[config.mk]
export PLATFORM = sky130hd
export DESIGN_NAME = edge_event_logger_flat
export DESIGN_NICKNAME = d
export VERILOG_FILES = /design/src/rtl/edge_event_logger_pkg.sv /design/src/rtl/edge_event_logger_if.sv /design/src/rtl/edge_event_logger_sync_fifo.sv /design/src/rtl/edge_event_logger.sv /design/src/flat_wrapper.sv
export SDC_FILE = /design/constraint.sdc
export NUM_CORES = 1
export LEC_CHECK = 0
export CORE_AREA = 2 2 148 150
export DETAILED_ROUTE_END_ITERATION = 7
export DIE_AREA = 0 0 150 152
export HOLD_SLACK_MARGIN = 0.02
export PLACE_DENSITY_LB_ADDON = 0.3
export SLEW_MARGIN = 20
export SYNTH_ARGS = -nofsm -noshare
export SYNTH_HDL_FRONTEND = slang
export SYNTH_SLANG_ARGS = --single-unit
export TNS_END_PERCENT = 30
[constraint.sdc]
create_clock -name clk -period 13.9 [get_ports clk]
set_input_delay 2.78 -clock clk [delete_from_list [all_inputs] [get_ports clk]]
set_output_delay 2.78 -clock clk [all_outputs]
set_load 0.01 [all_outputs]
[src/rtl/edge_event_logger_pkg.sv]
// Shared record layout and constants for the edge event logger.
// A record is {ts, a, b, a&b, edge_a, edge_b} with the timestamp in the MSBs.
package event_log_pkg;

  localparam int EB_BIT      = 0;
  localparam int EA_BIT      = 1;
  localparam int X_BIT       = 2;
  localparam int B_BIT       = 3;
  localparam int A_BIT       = 4;
  localparam int TS_LSB      = 5;
  localparam int EVT_CNT_MAX = 255;

  function automatic int REC_W(input int ts_w);
    return ts_w + TS_LSB;
  endfunction

endpackage

[src/rtl/edge_event_logger_if.sv]
// Record read port. Handshake: a record transfers on a rising clk edge where
// out_valid & rd_ready; out_data is held stable while out_valid & ~rd_ready.
interface edge_event_logger_if #(
    parameter int W = 21
) ();

    logic         out_valid;
    logic [W-1:0] out_data;
    logic         rd_ready;

    modport master (output out_valid, output out_data, input rd_ready);
    modport slave  (input out_valid, input out_data, output rd_ready);

endinterface

[src/rtl/edge_event_logger_sync_fifo.sv]
// Register-array FIFO: the head entry is read straight from flops, so dout
// has no path from the write port. Pop is ignored when empty, push when full
// unless a pop frees the slot in the same cycle.
module sync_fifo #(
    parameter int WIDTH = 8,
    parameter int DEPTH = 8
) (
    input  logic                     clk,
    input  logic                     rst,
    input  logic                     push_i,
    input  logic                     pop_i,
    input  logic [WIDTH-1:0]         din_i,
    output logic [WIDTH-1:0]         dout_o,
    output logic                     full_o,
    output logic                     empty_o,
    output logic [$clog2(DEPTH):0]   level_o
);

    localparam int AW = $clog2(DEPTH);
    localparam int LW = AW + 1;
    localparam logic [LW-1:0] FULL_LVL = LW'(DEPTH);

    logic [WIDTH-1:0] mem_q [DEPTH];
    logic [AW-1:0]    wr_ptr_q;
    logic [AW-1:0]    rd_ptr_q;
    logic [LW-1:0]    level_q;
    logic             do_push;
    logic             do_pop;

    assign empty_o = (level_q == '0);
    assign full_o  = (level_q == FULL_LVL);
    assign do_pop  = pop_i & ~empty_o;
    assign do_push = push_i & (~full_o | do_pop);
    assign dout_o  = mem_q[rd_ptr_q];
    assign level_o = level_q;

    // Pointers are power-of-two wide, so they wrap modulo DEPTH by themselves.
    always_ff @(posedge clk or posedge rst) begin
        if (rst) begin
            wr_ptr_q <= '0;
            rd_ptr_q <= '0;
            level_q  <= '0;
            for (int i = 0; i < DEPTH; i++) mem_q[i] <= '0;
        end else begin
            if (do_push) begin
                mem_q[wr_ptr_q] <= din_i;
                wr_ptr_q        <= wr_ptr_q + 1'b1;
            end
            if (do_pop) rd_ptr_q <= rd_ptr_q + 1'b1;
            case ({do_push, do_pop})
                2'b10:   level_q <= level_q + 1'b1;
                2'b01:   level_q <= level_q - 1'b1;
                default: level_q <= level_q;
            endcase
        end
    end

endmodule

[src/rtl/edge_event_logger.sv]
// Rising-edge event logger: timestamps edges on a/b, pulses trig, counts
// events and buffers records in a FIFO drained over the rec_if handshake.
module edge_event_logger
    import event_log_pkg::*;
#(
    parameter int DEPTH = 8,
    parameter int TS_W  = 16
) (
    input  logic                   clk,
    input  logic                   rst,
    input  logic                   a,
    input  logic                   b,
    edge_event_logger_if.master    rec_if,
    output logic                   trig,
    output logic [7:0]             evt_cnt,
    output logic [$clog2(DEPTH):0] level,
    output logic                   overflow
);

    localparam int RW = REC_W(TS_W);
    localparam logic [7:0] CNT_MAX = 8'(EVT_CNT_MAX);

    logic            a_q, b_q;
    logic [TS_W-1:0] ts_q;
    logic            trig_q;
    logic [7:0]      evt_cnt_q;
    logic            overflow_q;
    logic            edge_a, edge_b, event_w;
    logic            pop, full, empty;
    logic [RW-1:0]   rec;

    assign edge_a  = a & ~a_q;
    assign edge_b  = b & ~b_q;
    assign event_w = edge_a | edge_b;
    assign pop     = ~empty & rec_if.rd_ready;

    always_comb begin
        rec                   = '0;
        rec[TS_LSB +: TS_W]   = ts_q;
        rec[A_BIT]            = a;
        rec[B_BIT]            = b;
        rec[X_BIT]            = a & b;
        rec[EA_BIT]           = edge_a;
        rec[EB_BIT]           = edge_b;
    end

    sync_fifo #(.WIDTH(RW), .DEPTH(DEPTH)) u_fifo (
        .clk     (clk),
        .rst     (rst),
        .push_i  (event_w),
        .pop_i   (pop),
        .din_i   (rec),
        .dout_o  (rec_if.out_data),
        .full_o  (full),
        .empty_o (empty),
        .level_o (level)
    );

    // Dropped events still pulse trig and count; only the record is lost.
    always_ff @(posedge clk or posedge rst) begin
        if (rst) begin
            a_q        <= 1'b0;
            b_q        <= 1'b0;
            ts_q       <= '0;
            trig_q     <= 1'b0;
            evt_cnt_q  <= '0;
            overflow_q <= 1'b0;
        end else begin
            a_q    <= a;
            b_q    <= b;
            ts_q   <= ts_q + 1'b1;
            trig_q <= event_w;
            if (event_w && evt_cnt_q != CNT_MAX) evt_cnt_q <= evt_cnt_q + 1'b1;
            if (event_w && full && !pop) overflow_q <= 1'b1;
        end
    end

    assign rec_if.out_valid = ~empty;
    assign trig             = trig_q;
    assign evt_cnt          = evt_cnt_q;
    assign overflow         = overflow_q;

endmodule

[src/flat_wrapper.sv]
// flat-port wrapper written by rule: the top's interface ports become plain ports
module edge_event_logger_flat import event_log_pkg::*;
#(
    parameter int DEPTH = 8,
    parameter int TS_W  = 16
)
  (clk, rst, a, b, trig, evt_cnt, level, overflow, rec_if_out_valid, rec_if_out_data, rec_if_rd_ready);
  edge_event_logger_if rec_if_i ();
  input  logic clk;
  input  logic rst;
  input  logic a;
  input  logic b;
  output logic trig;
  output logic [7:0] evt_cnt;
  output logic [$clog2(DEPTH):0] level;
  output logic overflow;
  output wire logic [$bits(rec_if_i.out_valid)-1:0] rec_if_out_valid;
  output wire logic [$bits(rec_if_i.out_data)-1:0] rec_if_out_data;
  input wire logic [$bits(rec_if_i.rd_ready)-1:0] rec_if_rd_ready;
  assign rec_if_out_valid = rec_if_i.out_valid;
  assign rec_if_out_data = rec_if_i.out_data;
  assign rec_if_i.rd_ready = rec_if_rd_ready;
  edge_event_logger #(.DEPTH(DEPTH), .TS_W(TS_W)) u_core (.clk(clk), .rst(rst), .a(a), .b(b), .rec_if(rec_if_i), .trig(trig), .evt_cnt(evt_cnt), .level(level), .overflow(overflow));
endmodule
==> results of run 1 <==
## per-layer routing
metal	vias up	part of all wire, %	track usage (%)
met4	0	2.6	5.53
met5	-	0	0
met1	2695	43	22.1
met3	35	3.0	2.46
met2	90	51	29.0
li1	2231	-	-
## synth_stat cells, drive strengths merged (2+ instances only)
cell | n | area share [%]
dfrtp | 206 | 55
mux2 | 193 | 24
mux4 | 42 | 10
clkbuf | 28 | 1.1
buf | 25 | 1.5
xor2 | 16 | 1.5
xnor2 | 14 | 1.3
nand2 | 13 | 0.52
nor2 | 12 | 0.48
nand3 | 11 | 0.59
ha | 7 | 0.94
inv | 6 | 0.24
nor3 | 6 | 0.32
a21oi | 2 | 0.11
and2b | 2 | 0.16
nand3b | 2 | 0.16
nand4 | 2 | 0.13
nor4bb | 2 | 0.21
or3 | 2 | 0.13
or4b | 2 | 0.21
## report_power, final
part / leakage (nW) / switching [W] / internal, W
Sequential: 2.66 / 0.000131 / 0.000751
Combinational: 1.86 / 0.000272 / 0.000429
Clock: 0.372 / 0.000232 / 0.000360
Total: 4.89 / 0.000635 / 0.00154
## cell families (layout without fill, tap and decap cells)
logic type               count (synthesis)  in the layout  synth area share (%)
adder cells (fa/ha/maj)                  7              7                 0.936
flip-flops                             206            206                  55.1
AND/OR/NAND/NOR                         63             63                  3.70
AO/OA/AOI/OAI                            6              6                 0.414
XOR/XNOR                                30             30                  2.81
multiplexers                           236            236                  34.2
buffers and inverters                   59             95                  2.83
## placed cells by master, fill, tap and decap left out, types with 7 or more instances in the layout
master           count
clkbuf_16           23
mux4_2              42
clkbuf_8             7
nand2_1             13
dfrtp_1            204
xnor2_1             14
ha_1                 7
nand3_1             11
mux2_2             168
clkdlybuf4s50_1     40
nor2_1              10
xor2_1              16
buf_4                7
mux2_4              20
## final timing paths
| check | startpoint | end | cells after the start |
|---|---|---|---|
| setup / recovery | u_core.u_fifo.rd_ptr_q[0]$_DFFE_PP0P_ | rec_if_out_data[1] | 4 |
| hold / removal | u_core.overflow$_DFFE_PP0P_ | u_core.overflow$_DFFE_PP0P_ | 1 |
| setup reg to reg | u_core.u_fifo.level_o[1]$_DFFE_PP0P_ | u_core.u_fifo.mem_q[104]$_DFFE_PP0P_ | 4 |
| hold reg to reg | u_core.overflow$_DFFE_PP0P_ | u_core.overflow$_DFFE_PP0P_ | 1 |
| max in group asynchronous | rst | u_core.u_fifo.mem_q[33]$_DFFE_PP0P_ | 3 |
| min in group asynchronous | rst | u_core.trig$_DFF_PP0_ | 2 |
## cell type report
cell class	count	area, µm²
well taps	280	350
multi-input cells	342	3970
inverters	6	30.0
clock buffers	33	683
repair buffers	49	492
clock inverters	7	70.1
fillers	1814	10600
flip-flops and latches	206	5160
## sequential cells by signal, indices dropped and copies added, names as in the netlist
name,count
u_core.u_fifo.rd_ptr_q,3
u_core.b_q,1
u_core.u_fifo.wr_ptr_q,3
u_core.evt_cnt,8
u_core.a_q,1
u_core.ts_q,16
u_core.trig,1
u_core.u_fifo.mem_q,168
u_core.overflow,1
u_core.u_fifo.level_o,4
## per-stage QoR
| step | setup WS, ns | area (µm²) | utilization, % | cells |
|---|---|---|---|---|
| after global routing | 7.59 | 10700 | 50.3 | 923 |
| final | 7.84 | 10700 | 50.3 | 923 |
| after detailed placement | 7.64 | 9980 | 46.8 | 883 |
| after floorplan | 5.50 | 9360 | - | 607 |
| after global placement | 7.70 | 9960 | 46.6 | 882 |
| after CTS | 7.72 | 10700 | 50.3 | 923 |
==> reports/metrics.csv, run 1 <==
metric,value,unit
drv_cap,0,
avgRoutedWirePerCell,20.0,µm
clock_sinks,206,
rsz0062_at_grt,false,
cts_resized,0,
cts_tree,yes,
postCtsSetupBuffers,0,
syn_to_final_growth,14.8,%
critPathKind,flop to output pin,
grt.total_usage,16.9,%
first_global_vias,5568,
grt_max_degree,122,
hold_class,flop to flop,
initial_utilization,43.8,%
start_kind,flop,
p_leak,4.89,nW
drt_iter0_markers,251,
hold_buffers,0,
finalWeightedCongestion,0.714,
yosysWarnings,0,
period_needed,6.06,ns
finalCritPeriodShare,43.6,%
synth_cell_types,40,
die_w,150,µm
worst_hold_slack,0.476,ns
final_layout_size_suffix_gt1_share,44.8,%
nets,640,
path_clk_slew,0.06,ns
cp.required,11.12,ns
wirelength,18.4,mm
max_slew_margin,26.1,%
ir_drop,0.120,mV
max_freq,165,MHz
clockBufferDepth,3,
critPathBufInv,2,
die-area,22800,µm²
cts_buffers,23,
cp_slowest_cell,dfrtp_2,
yosysSeqAreaShare,55.1,%
drc_errors,0,
r2r_slack,11.15,ns
viasPerCell,5.47,
ios,41,
final-setup-viol-count,0,
cp_cell_sequence,buf_4 > mux4_2 > mux2_2 > clkdlybuf4s50_1,
powerDensity,202,nW/µm²
worst-slew-pin-transition,1.11,ns
slew_violations,0,
syn_inst,607,
hold_violations,0,
max_stage_delay,0.78,ns
path_delay_family,buffers and inverters,
arrival,3.28,ns
syn_nets,619,
worstSetupEndpointType,output pin,
status,"complete, no violations",
power,0.00217,W
ys.flop_type,dfrtp_1,
antenna_found_initial,0,
tns,0,ns
io_buffers,40,
vias,5051,
postSynthRegisterBits,206,
root_buffer,clkbuf_16,
grt-ovfl-total,0,
place_hpwl,11.0,mm
grt_pass1_wl,30.5,mm
antenna_left,0,
num_rows,54,
worstPathMaxFanout,27,
finClkSkew,0.00758,ns
firstDrtPassIters,4,
synth_area_per_cell,15.4,µm²
insertion_delay,0.50,ns
synth_edf_count,0,
num_antenna_cells,0,
postSynth.asyncResetShare,100,%
die_h,152,µm
netlist_area,9360,µm²
htree_num_levels,1,
core,21400,µm²
(Power assumes the default switching activity.)
==> run 2, diff against run 1 <==
- clock period: 13.9 -> 6.3 ns (I/O delays scaled with it)
==> reports/metrics.csv, run 2 (synthesis results as in run 1) <==
metric,value,unit
cp.required,5.04,ns
first_global_vias,5579,
num_antenna_cells,0,
timing.rr.end,u_core.u_fifo.mem_q[65]$_DFFE_PP0P_,
start_kind,flop,
antenna_found_initial,0,
nets,640,
regToRegStartpoint,u_core.a_q$_DFF_PP0_,
fin_area,10800,µm²
max_slew_margin,33.3,%
grt_max_degree,207,
ios,41,
largest_reg_flops,168,
final-setup-viol-count,0,
clock_sinks,206,
finClkSkew,0.0124,ns
hold_violations,0,
p_leak,4.89,nW
drt_iter0_markers,223,
powerDensity,449,nW/µm²
layout_common_cells,"dfrtp_1 (204), mux2_2 (168), mux4_2 (42)",
antenna_left,0,
r2r_slack,3.41,ns
cts_buffers,23,
grt.total_usage,17.1,%
hold_class,flop to flop,
setup.worst_path.start,u_core.u_fifo.rd_ptr_q[0]$_DFFE_PP0P_,
clockBufferDepth,3,
arrival,3.29,ns
insertion_delay,0.50,ns
drc_errors,0,
grt_pass1_wl,30.8,mm
core,21400,µm²
postCtsSetupBuffers,0,
dpl-instance-area,9970,µm²
period_needed,4.55,ns
htree_num_levels,1,
root_buffer,clkbuf_16,
syn_to_final_growth,15.1,%
rsz0062_at_grt,false,
finalCritPeriodShare,72.2,%
slew_violations,0,
worstSetupEndpoint,rec_if_out_data[20],
place_hpwl,10.8,mm
fin_cells,922,
max_freq,220,MHz
path_clk_slew,0.06,ns
reg2reg_depth,5,
drv_cap,0,
initial_utilization,43.8,%
final_layout_size_suffix_gt1_share,44.9,%
die_w,150,µm
vias,5033,
cts_tree,yes,
avgRoutedWirePerCell,20.1,µm
die-area,22800,µm²
regMostFlops,u_core.u_fifo.mem_q,
critPathKind,flop to output pin,
die_h,152,µm
hold_buffers,0,
status,"complete, no violations",
place_inst,882,
io_buffers,40,
final_common_cell,dfrtp_1,
num_rows,54,
worstSetupEndpointType,output pin,
dp_slack,1.41,ns
grt-ovfl-total,0,
cts_resized,0,
tns,0,ns
finalWeightedCongestion,0.743,
final_core_util,50.5,%
viasPerCell,5.46,
wirelength,18.6,mm
firstDrtPassIters,4,
ir_drop,0.399,mV
worst-slew-pin-transition,0.996,ns
worstPathMaxFanout,27,
fin_ws,1.75,ns
==> run 2: changes by cell type in the layout (fill, tap and decap cells not counted), sizes merged <==
cell and delta:
clkbuf -2, clkinv +1, inv -2, bufinv +2
==> run 2: area by class of cell <==
cell class | count | area, µm²
timing repair buffer | 49 | 500
multi-input combinational | 342 | 3970
clock inverter | 8 | 119
sequential | 206 | 5160
tap | 280 | 350
clock buffer | 31 | 646
fill | 1814 | 10600
inverter | 6 | 26.3
==> run 2: worst min-delay path by stage <==
stage / from / to / slack [ns] / cells after the start
after global routing: u_core.u_fifo.mem_q[110]$_DFFE_PP0P_ / u_core.u_fifo.mem_q[110]$_DFFE_PP0P_ / 0.50 / 1
after detailed placement: u_core.overflow$_DFFE_PP0P_ / u_core.overflow$_DFFE_PP0P_ / 0.47 / 1
after floorplan: u_core.u_fifo.mem_q[79]$_DFFE_PP0P_ / u_core.u_fifo.mem_q[79]$_DFFE_PP0P_ / 0.45 / 1
after global placement: u_core.u_fifo.mem_q[79]$_DFFE_PP0P_ / u_core.u_fifo.mem_q[79]$_DFFE_PP0P_ / 0.46 / 1
after CTS: u_core.overflow$_DFFE_PP0P_ / u_core.overflow$_DFFE_PP0P_ / 0.49 / 1
final: u_core.overflow$_DFFE_PP0P_ / u_core.overflow$_DFFE_PP0P_ / 0.48 / 1
==> run 2: critical path: stages (launching register included) <==
cell	delay (ns)
dfrtp_2	0.76
buf_4	0.60
mux4_2	0.59
mux2_2	0.32
clkdlybuf4s50_1	0.49
==> run 2: routing by layer <==
metal | part of all wire (%) | vias to the layer above | track usage [%]
met5 | 0 | - | 0
met4 | 1.8 | 0 | 3.64
met3 | 2.9 | 23 | 2.70
met2 | 52 | 72 | 29.9
met1 | 44 | 2710 | 22.5
li1 | - | 2228 | -
==> run 2: per-stage QoR <==
stage                     power (W)  hold slack [ns]
after floorplan             0.00298            0.453
after global placement      0.00347            0.463
after detailed placement    0.00353            0.473
after CTS                   0.00491            0.492
after global routing        0.00510            0.499
final                       0.00483            0.483
==> run 2: where the power goes <==
group / total, W / internal [W] / switching, W
Clock: 0.00134 / 0.000837 / 0.000506
Combinational: 0.00156 / 0.000945 / 0.000619
Sequential: 0.00193 / 0.00166 / 0.000267
==> run 3, diff against run 2 <==
- clock period: 6.3 -> 4.4 ns (I/O delays scaled with it)
==> reports/metrics.csv, run 3 (synthesis results as in run 1) <==
metric,value,unit
swShare,28.7,%
final_layout_size_suffix_gt1_share,45.4,%
final-setup-viol-count,0,
antenna_found_initial,0,
path_delay_family,multiplexers,
antenna_left,0,
worstPathMaxFanout,18,
cts_buffers,23,
wirelength,18.7,mm
hold_class,flop to flop,
die_w,150,µm
worst_hold_slack,0.469,ns
p_clk_share,28.0,%
worst-slew-pin-transition,0.798,ns
place_hpwl,11.8,mm
whs_path_depth,1,
tns,0,ns
seqPwrFrac,39.6,%
finClkSkew,0.00835,ns
clock_sinks,206,
die-area,22800,µm²
critPathKind,flop to output pin,
dp_slack,0.754,ns
rsz0062_at_grt,false,
cts_resized,0,
initial_utilization,43.8,%
start_kind,flop,
fin_ws,0.689,ns
status,"complete, no violations",
cp.depth,4,
cts_tree,yes,
hold_violations,0,
cp.required,3.52,ns
max_slew_margin,46.8,%
path_clk_slew,0.06,ns
p_leak,4.97,nW
layout_common_cells,"dfrtp_1 (204), mux2_2 (168), mux4_2 (42)",
power,0.00705,W
slew_violations,0,
critPathBufInv,2,
period_needed,3.71,ns
largest_reg_flops,168,
grt-ovfl-total,0,
drv_cap,0,
htree_num_levels,1,
finalWeightedCongestion,0.763,
regMostFlops,u_core.u_fifo.mem_q,
grt_pass1_wl,30.7,mm
postCtsSetupBuffers,0,
fin_area,10900,µm²
grt_max_degree,145,
die_h,152,µm
ir_drop,0.490,mV
final_common_cell,dfrtp_1,
num_rows,54,
first_global_vias,5545,
share_comb_of_total_power,32.3,%
cp_slowest_cell,dfrtp_2,
avgRoutedWirePerCell,20.1,µm
io_buffers,40,
hold_buffers,0,
ios,41,
clockBufferDepth,3,
insertion_delay,0.50,ns
finalCritPeriodShare,84.3,%
arrival,2.83,ns
powerDensity,646,nW/µm²
multiInputGateArea,3960,µm²
vias,5040,
drc_errors,0,
max_freq,269,MHz
fill_cells,1823,
dpl-instance-area,10100,µm²
max_stage_delay,0.72,ns
core,21400,µm²
p_int,0.00503,W
firstDrtPassIters,4,
num_antenna_cells,0,
root_buffer,clkbuf_16,
nets,651,
grt.total_usage,17.0,%
cp_cell_sequence,buf_12 > mux4_2 > mux2_2 > clkdlybuf4s50_1,
syn_to_final_growth,16.5,%
switchingPower,0.00202,W
reg2reg_depth,10,
seqCellArea,5160,µm²
drt_iter0_markers,219,
worstSetupEndpointType,output pin,
viasPerCell,5.40,
run 3: cell types whose count changed in the layout (fill, tap and decap cells not counted), moves of 2 or more:
cell	delta
clkinv_2	-3
or4b_1	+2
buf_12	+4
clkbuf_8	+6
or4b_2	-2
buf_4	+8
run 3: layout make-up:
class,instances,area share [%]
clock buffer,36,6.64
clock inverter,4,0.677
inverter,6,0.241
multi-input combinational,342,36.3
sequential,206,47.3
tap,280,3.21
timing repair buffer,60,5.62
run 3: path summary, 6_finish.rpt:
| check | start | end | slack (ns) |
|---|---|---|---|
| worst min register to register | u_core.overflow$_DFFE_PP0P_ | u_core.overflow$_DFFE_PP0P_ | 0.47 |
| max in group asynchronous | rst | u_core.u_fifo.mem_q[70]$_DFFE_PP0P_ | 2.71 |
| worst max register to register | u_core.u_fifo.level_o[1]$_DFFE_PP0P_ | u_core.u_fifo.level_o[2]$_DFFE_PP0P_ | 1.87 |
| worst min-delay path | u_core.overflow$_DFFE_PP0P_ | u_core.overflow$_DFFE_PP0P_ | 0.47 |
| worst max-delay path | u_core.u_fifo.rd_ptr_q[0]$_DFFE_PP0P_ | rec_if_out_data[0] | 0.69 |
| min in group asynchronous | rst | u_core.evt_cnt[5]$_DFFE_PP0P_ | 0.66 |
run 3: power by group through the flow:
| stage | combinational, W | sequential (W) | clock (W) |
|---|---|---|---|
| finish | 0.00228 | 0.00279 | 0.00197 |
| floorplan | 0.00164 | 0.00263 | 0 |
| global route | 0.00246 | 0.00286 | 0.00210 |
| detailed placement | 0.00231 | 0.00282 | 0 |
| CTS | 0.00233 | 0.00279 | 0.00203 |
| global placement | 0.00227 | 0.00279 | 0 |
run 3: worst reg2reg max path: stages, from the launching register on:
cell,delay (ns)
dfrtp_1,0.46
nor3_1,0.40
o2bb2ai_1,0.24
buf_4,0.25
ha_1,0.27
xor2_1,0.11
ha_1,0.19
a21oi_1,0.14
xor2_1,0.15
nor2_1,0.06
xor2_1,0.14
run 3: per-layer routing:
layer	vias to the layer above	track usage (%)	share of wire (%)
met5	-	0	0
met4	0	3.50	1.9
met3	24	2.49	2.5
met2	63	28.6	51
met1	2694	23.6	45
li1	2259	-	-
run 3: through the flow:
stage	utilization [%]	instances
after global placement	47.3	894
final	51.1	934
after detailed placement	47.3	894
after CTS	51.1	934
after global routing	51.1	934
after floorplan	-	607
